===== src/rtl/ultrasonic_transmitter.sv =====
// -----------------------------------------------------------------------------
// ultrasonic_transmitter
//
// Generates a push-pull ultrasonic excitation burst, then holds off for a
// programmable blanking interval before enabling the receive chain.
//
// A burst is NUM_PULSES carrier periods. Each period is DRV_P, DEAD_P, DRV_N,
// DEAD_N. Each drive phase lasts HALF_PERIOD-DEAD_CYCLES cycles and each dead
// phase lasts DEAD_CYCLES cycles. After the burst, HOLD lasts HOLDOFF cycles.
// On completion, RX_EN rises and DONE pulses for one cycle.
//
// Parameters:
//   HALF_PERIOD  SYS_CLK cycles per half carrier period (2..65535)
//   DEAD_CYCLES  both-low time at the end of each half period
//                (1 <= DEAD_CYCLES < HALF_PERIOD)
//
// Ports:
//   SYS_CLK     in   system clock, rising edge
//   RST         in   asynchronous active-high reset
//   ON          in   block enable; low aborts everything at the next edge
//   FIRE        in   burst request, sampled every cycle
//   NUM_PULSES  in   [7:0]  carrier periods per burst, latched on accept
//   HOLDOFF     in   [15:0] blanking cycles after the burst, latched on accept
//   TX_P        out  positive drive leg
//   TX_N        out  negative drive leg
//   BUSY        out  burst or hold-off in progress
//   RX_EN       out  receiver enable level
//   DONE        out  one-cycle pulse when hold-off completes
// -----------------------------------------------------------------------------
module ultrasonic_transmitter #(
    parameter int unsigned HALF_PERIOD = 625,
    parameter int unsigned DEAD_CYCLES = 10
) (
    input  logic        SYS_CLK,
    input  logic        RST,
    input  logic        ON,
    input  logic        FIRE,
    input  logic [7:0]  NUM_PULSES,
    input  logic [15:0] HOLDOFF,
    output logic        TX_P,
    output logic        TX_N,
    output logic        BUSY,
    output logic        RX_EN,
    output logic        DONE
);

    localparam logic [15:0] DRIVE_LEN = 16'(HALF_PERIOD - DEAD_CYCLES);
    localparam logic [15:0] DEAD_LEN  = 16'(DEAD_CYCLES);

    typedef enum logic [2:0] {
        IDLE,
        DRV_P,
        DEAD_P,
        DRV_N,
        DEAD_N,
        HOLD
    } state_t;

    state_t      state, state_nx;
    // The accepting edge only latches the request and clears RX_EN.
    // The burst starts one edge later, so this flag bridges that cycle.
    logic        launch, launch_nx;
    logic [15:0] half_cnt, half_nx;
    logic [7:0]  pulse_cnt, pulse_nx;
    logic [15:0] hold_cnt, hold_nx;
    logic        rx_en_nx, done_nx;

    always_comb begin
        // NOTE: every signal gets a default before the case statement.
        // This way, a path that forgets an assignment holds the value
        // instead of inferring a latch.
        state_nx  = state;
        launch_nx = 1'b0;
        half_nx   = half_cnt;
        pulse_nx  = pulse_cnt;
        hold_nx   = hold_cnt;
        rx_en_nx  = RX_EN;
        done_nx   = 1'b0;

        if (!ON) begin
            state_nx = IDLE;
            half_nx  = '0;
            pulse_nx = '0;
            hold_nx  = '0;
            rx_en_nx = 1'b0;
        end else begin
            unique case (state)
                IDLE: begin
                    if (launch) begin
                        state_nx = DRV_P;
                        half_nx  = DRIVE_LEN;
                    end else if (FIRE && NUM_PULSES != 8'd0) begin
                        launch_nx = 1'b1;
                        pulse_nx  = NUM_PULSES;
                        hold_nx   = HOLDOFF;
                        rx_en_nx  = 1'b0;
                    end
                end
                DRV_P, DRV_N: begin
                    if (half_cnt == 16'd1) begin
                        state_nx = (state == DRV_P) ? DEAD_P : DEAD_N;
                        half_nx  = DEAD_LEN;
                    end else begin
                        half_nx = half_cnt - 16'd1;
                    end
                end
                DEAD_P: begin
                    if (half_cnt == 16'd1) begin
                        state_nx = DRV_N;
                        half_nx  = DRIVE_LEN;
                    end else begin
                        half_nx = half_cnt - 16'd1;
                    end
                end
                DEAD_N: begin
                    if (half_cnt != 16'd1) begin
                        half_nx = half_cnt - 16'd1;
                    end else if (pulse_cnt != 8'd1) begin
                        pulse_nx = pulse_cnt - 8'd1;
                        state_nx = DRV_P;
                        half_nx  = DRIVE_LEN;
                    end else begin
                        pulse_nx = '0;
                        half_nx  = '0;
                        if (hold_cnt == 16'd0) begin
                            // A zero hold-off completes directly from the last dead phase.
                            state_nx = IDLE;
                            rx_en_nx = 1'b1;
                            done_nx  = 1'b1;
                        end else begin
                            state_nx = HOLD;
                        end
                    end
                end
                HOLD: begin
                    if (hold_cnt == 16'd1) begin
                        hold_nx  = '0;
                        state_nx = IDLE;
                        rx_en_nx = 1'b1;
                        done_nx  = 1'b1;
                    end else begin
                        hold_nx = hold_cnt - 16'd1;
                    end
                end
                default: begin
                    state_nx = IDLE;
                end
            endcase
        end
    end

    // The outputs are registered decodes of the next state. As a result,
    // they change on the same edge as the state. TX_P and TX_N come from
    // mutually exclusive states, so they can never be high together.
    always_ff @(posedge SYS_CLK or posedge RST) begin
        if (RST) begin
            state     <= IDLE;
            launch    <= 1'b0;
            half_cnt  <= '0;
            pulse_cnt <= '0;
            hold_cnt  <= '0;
            TX_P      <= 1'b0;
            TX_N      <= 1'b0;
            BUSY      <= 1'b0;
            RX_EN     <= 1'b0;
            DONE      <= 1'b0;
        end else begin
            // NOTE: non-blocking assignments here, so every register samples
            // values from before the edge regardless of statement order.
            state     <= state_nx;
            launch    <= launch_nx;
            half_cnt  <= half_nx;
            pulse_cnt <= pulse_nx;
            hold_cnt  <= hold_nx;
            TX_P      <= (state_nx == DRV_P);
            TX_N      <= (state_nx == DRV_N);
            BUSY      <= (state_nx != IDLE);
            RX_EN     <= rx_en_nx;
            DONE      <= done_nx;
        end
    end

endmodule


===== config.mk =====
export PLATFORM = sky130hd
export DESIGN_NAME = ultrasonic_transmitter
export DESIGN_NICKNAME = d
export VERILOG_FILES = /design/src/rtl/ultrasonic_transmitter.sv
export SDC_FILE = /design/constraint.sdc
export NUM_CORES = 1
export LEC_CHECK = 0
export ABC_AREA = 1
export BUFFER_PORTS_ARGS = -buffer_cell sky130_fd_sc_hd__buf_2
export CORE_MARGIN = 3
export CORE_UTILIZATION = 50
export DETAILED_ROUTE_END_ITERATION = 8
export PLACE_DENSITY_LB_ADDON = 0.15
export SLEW_MARGIN = 40
export SYNTH_ARGS = -nofsm -noshare
export SYNTH_HDL_FRONTEND = slang
export SYNTH_SLANG_ARGS = --single-unit

===== constraint.sdc =====
create_clock -name SYS_CLK -period 2.6 [get_ports SYS_CLK]
set_input_delay 0.52 -clock SYS_CLK [delete_from_list [all_inputs] [get_ports SYS_CLK]]
set_output_delay 0.52 -clock SYS_CLK [all_outputs]
set_load 0.01 [all_outputs]

# --- After elaboration in Yosys (flattened, before gate mapping) ---
# Cells that the tools add are included.
op_classes:
  eq_ne: 22
  n_addsub: 3
  reduce_logical: 10
  muxes: 46
op_table:
  columns: ["op", "count"]
  rows:
  - ["$mux 16", 9]
  - ["$pmux 16 s4", 1]
  - ["$mux 8", 5]
  - ["$eq 16x1->1 const B", 2]
  - ["$pmux 16 s2", 1]
  - ["$sub 16x1->16 const B", 2]
  - ["$mux 3", 9]
  - ["$ne 3x3->1 const B", 7]
  - ["$logic_not 16->1", 1]
  - ["$mux 1", 16]
  - ["$ne 16x1->1 const B", 1]
  - ["$pmux 8 s2", 1]
  - ["$pmux 3 s5", 1]
  - ["$mux 10", 1]
  - ["$eq 3x2->1 const B", 3]
  - ["$ne 8x1->1 const B", 1]
  - ["$reduce_bool 8->1", 1]
  - ["$sub 8x1->8 const B", 1]
  - ["$reduce_and 7->1", 1]
  - ["$eq 3x1->1 const B", 2]
  - ["$eq 3x3->1 const B", 2]
  - ["$ne 3x1->1 const B", 2]
  - ["$ne 5x1->1 const B", 1]
  - ["$ne 4x1->1 const B", 1]
  - ["other kinds (9)", 9]
word_totals:
  word_cells: 91
  regBits: 49
  inputBits: 28
  out_inout_bits: 5

# --- Logic depth before layout (Yosys ltp) ---
logic_depth:
  depth_word: 7
  mapped_depth: 14

# --- Least setup slack after synthesis ---
# OpenSTA, ideal clock, no wires.
synth_path:
  path_type: "input -> register"
  startpoint: "in ON"
  endpoint: "reg hold_cnt[0]"
  t_required_ps: 2471
  path_buffers: 2
  t_arrival_ps: 1502
  cell_stages: 9
  setup_slack_ps: 969
  path_cell_list: "clkbuf_1 nand2_1 inv_2 nand2_1 nand2_2 inv_2 buf_6 nand3_1 o211ai_2"
synth_between:
  elab_chain_len: 2
  word_cells_on_any_way: 5
  cone_classes: "eq/ne: 3; mux: 1; reduce/logical: 1"
synth_lines:
  columns: ["element", "line_no", "text"]
  rows:
  - ["start: declaration", "36", "input logic ON,"]
  - ["$ne 3x1->1 (no line) / $ne 3x3->1 (equally long branches)", null, null]
  - ["$reduce_and 3->1 (no line)", null, null]
  - ["end signal: assignment", "174", "hold_cnt <= hold_nx;"]
  - ["end: declaration", "65", "logic [15:0] hold_cnt, hold_nx;"]
# Parallel ways exist; a longest one is shown, timed or not.
# A chain may end at the register's enable or synchronous reset.

# --- Worst setup path in the final report ---
layout_path:
  startpoint: "reg state[2]"
  endpoint: "reg hold_cnt[3]"
layout_between:
  elab_chain_len: 3
  word_cells_on_any_way: 8
  cone_classes: "eq/ne: 4; mux: 2; reduce/logical: 2"
layout_lines:
  columns: ["element", "line_no", "text"]
  rows:
  - ["start: declaration", "59", "state_t state, state_nx;"]
  - ["start signal: assignment", "170", "state <= state_nx;"]
  - ["$eq 3x3->1 / $logic_not 3->1 (equally long branches)", "87", "unique case (state)"]
  - ["$ne 3x1->1 (no line) (tied with other cells)", null, null]
  - ["$reduce_and 3->1 (no line) / $mux 16 (equally long branches)", null, null]
# Parallel ways exist; a longest one is shown, timed or not.

==> run_results.csv <==
group,metric,value,unit
run_status,status,"finished, final reports clean",
yosys,syn_inst,480,
power_and_ir_drop,seqPwrFrac,0.464,
yosys,avgSynthCellArea,6.929,µm²
yosys,yosysUniqueCellTypes,33,
grt,use_met1,0.3050,
clock_network,cts-root-buf,"clkbuf_8",
floorplan,dieArea,0.007666,mm²
clock_network,cts_tree,"done",
floorplan,chipHeight,87.56,µm
power_and_ir_drop,power.net_switching,0.0006958,W
power_and_ir_drop,powerDensity,528.5,mW/mm²
power_and_ir_drop,design_power_total,0.001947,W
placement,place_area,0.003587,mm²
floorplan,initial_core_util,0.5208,
floorplan,io_pins,33,
route,vias,3147,
critical_path,cp-start-kind,"register",
grt,grtUsageTotal,0.2143,
route,antenna_left,0,
critical_path,end_kind,"register",
yosys,synth_fp_nets,515,
route,viasPerCell,5.271,
clock_network,htree_levels,2,
placement,io_buffers,32,
grt,grt_use_met3,0.03198,
route,drt_iter0_markers,173,
clock_network,cts_setup_buffers,0,
yosys,ys_seq_elements,49,
critical_path,critPathRequiredTime,2800,ps
cells_and_area,n_antenna_cell,0,
grt,antenna_found_initial,0,
timing,final-max-slew-violation-count,0,
critical_path,critPathLaunch,"state[2]",
placement,routabilityCongestion,0.9171,
clock_network,clkTransAtPathRegs,90,ps
timing,min_period_over_period,0.7286,
route,wl_per_cell,13.03,µm
cells_and_area,fillers,615,
flow_run,cap_violations,0,
grt,met2_usage,0.3377,
grt,top_usage_layer,"met2",
yosys,synth_edf_count,0,
power_and_ir_drop,ir_drop,242.3,µV
placement,dp_hpwl,5782,µm
floorplan,die_x,87.56,µm
critical_path,cp.arrival,2090,ps
power_and_ir_drop,comb_power_share,0.289,
timing,hold_viol_final,0,
route,drc_errors,0,
power_and_ir_drop,switching_share,0.3574,
cells_and_area,seqCellArea,0.001226,mm²
cells_and_area,instances_no_fill,597,
floorplan,coreArea,0.006386,mm²
critical_path,crit_fanout,13,
yosys,seq_area_frac_synth,0.3687,
clock_network,cts_made_buffers,5,
timing,worst_pin_slew,722.7,ps
timing,min_period,1894,ps
timing,clock.fmax,0.5279,GHz
cells_and_area,syn_to_final_growth,10.76,%
timing,holdWs,346.2,ps
yosys,yosysWarnings,0,
timing,setup_viol,0,
grt,grt_max_degree,50,
timing,slew_headroom,0.5161,
yosys,synth_area,0.003326,mm²
critical_path,crit_type,"register to register",
cells_and_area,multi_input_area,0.001862,mm²
hold_path,min_path_type,"input pin to asynchronous set/reset pin",
route,drt_first_pass_iters,4,
clock_network,cts_sinks,49,
timing,tns,0,ps
yosys,synth_flop_cell,"dfrtp_1",
floorplan,rows,29,
yosys,async_flop_share,1.000,
clock_network,cts.repair.resized,0,
cells_and_area,fin_area,0.003684,mm²
timing,rsz0062_at_grt,"false",
cells_and_area,layout.nets,554,
grt,grt_pass1_wl,13190,µm
grt,grt_pass1_vias,2914,
power_and_ir_drop,power.leakage,1.972,nW
placement,dp_cells,589,
route,totalWireLength,7779,µm
clock_network,holdBufCountCts,0,
power_and_ir_drop,cell_internal_pwr,0.001251,W
critical_path,r2r_start,"state[2]",
clock_network,cts_max_path_buffers,2,
cells_and_area,drive_gt1_frac,0.1481,
timing,clock_skew,10.76,ps
clock_network,clock_latency,310,ps
grt,overflow,0,
power_and_ir_drop,pwr-share-clk,0.248,
-- layout by cell type (no fill, tap or decap), types with 4 or more instances in the layout --
master / n
ha_1: 7
nor2_2: 7
inv_2: 10
o22ai_1: 6
o21bai_1: 4
buf_2: 32
xor2_1: 16
nand4_1: 8
o21ai_0: 9
clkbuf_8: 6
xnor2_1: 6
o21ai_1: 11
buf_4: 4
nand3_1: 49
nand2_1: 144
nor3_1: 5
dfrtp_1: 49
inv_1: 45
a21oi_1: 8
nor2_1: 70
-- registers in the layout, indices dropped and copies added (netlist names) --
signal     count
BUSY           1
DONE           1
RX_EN          1
TX_N           1
TX_P           1
half_cnt      16
hold_cnt      16
launch         1
pulse_cnt      8
state          3
-- worst max-delay path, cell delays in order (launching register included) --
cell,delay [ps]
dfrtp_1,450
inv_1,270
nand2_1,180
nor2_1,140
nand2_2,100
nand2_2,250
inv_2,190
nand3_1,120
o211ai_2,70
-- synthesized netlist by cell type (all sizes together) (2+ instances only) --
| master | instances | area share |
|---|---|---|
| or2 | 2 | 0.0038 |
| nand4 | 9 | 0.019 |
| xnor2 | 6 | 0.016 |
| ha | 7 | 0.026 |
| nand2 | 148 | 0.17 |
| a21oi | 8 | 0.012 |
| nand3 | 49 | 0.074 |
| inv | 56 | 0.064 |
| buf | 3 | 0.0064 |
| xor2 | 16 | 0.042 |
| nor3 | 5 | 0.0075 |
| o21bai | 4 | 0.0090 |
| o211ai | 5 | 0.016 |
| o22ai | 6 | 0.011 |
| a22oi | 2 | 0.0045 |
| o21ai | 20 | 0.030 |
| nor2 | 81 | 0.11 |
| dfrtp | 49 | 0.37 |
-- power by group through the flow --
stage                     sequential (W)  clock (W)  combinational, W
after floorplan                 0.000900          0          0.000438
after CTS                       0.000902   0.000497          0.000562
final                           0.000903   0.000482          0.000562
after global routing            0.000915   0.000523          0.000650
after global placement          0.000917          0          0.000546
after detailed placement        0.000916          0          0.000558
-- stage by stage --
step | util | worst slack [ps]
after global placement | 0.5617 | 686.7
after floorplan | - | 907.2
after global routing | 0.5768 | 499.6
final | 0.5768 | 705.6
after CTS | 0.5768 | 735.1
after detailed placement | 0.5617 | 595.5
-- area by class of cell --
cell class | count | area share
Sequential cell | 49 | 0.3329
Inverter | 56 | 0.05774
Tap cell | 77 | 0.02615
Clock buffer | 6 | 0.02242
Clock inverter | 2 | 0.003736
Timing Repair Buffer | 36 | 0.05163
Multi-Input combinational cell | 371 | 0.5054
-- kinds of logic after synthesis --
group,Yosys count,share of synthesized area
simple gates,294,0.3837
buf+inv,60,0.07148
flops,49,0.3687
compound gates,48,0.09180
xor+xnor,22,0.05794
fa+ha+maj,7,0.02633
-- final timing paths --
path | end | slack, ps | cells past startpoint
setup reg to reg | hold_cnt[3] | 710 | 8
hold reg to reg | RX_EN | 490 | 2
min in group SYS_CLK | hold_cnt[9] | 440 | 3
max in group asynchronous | pulse_cnt[4] | 1830 | 3
hold / removal | hold_cnt[13] | 350 | 3
setup / recovery | hold_cnt[3] | 710 | 8
-- layer usage --
layer  share of wire  routed length (µm)
met2            0.46                3612
met1            0.48                3714
met4           0.013                  99
met5               0                   0
met3           0.045                 352
Note: power is estimated with default switching activity, not from simulation.
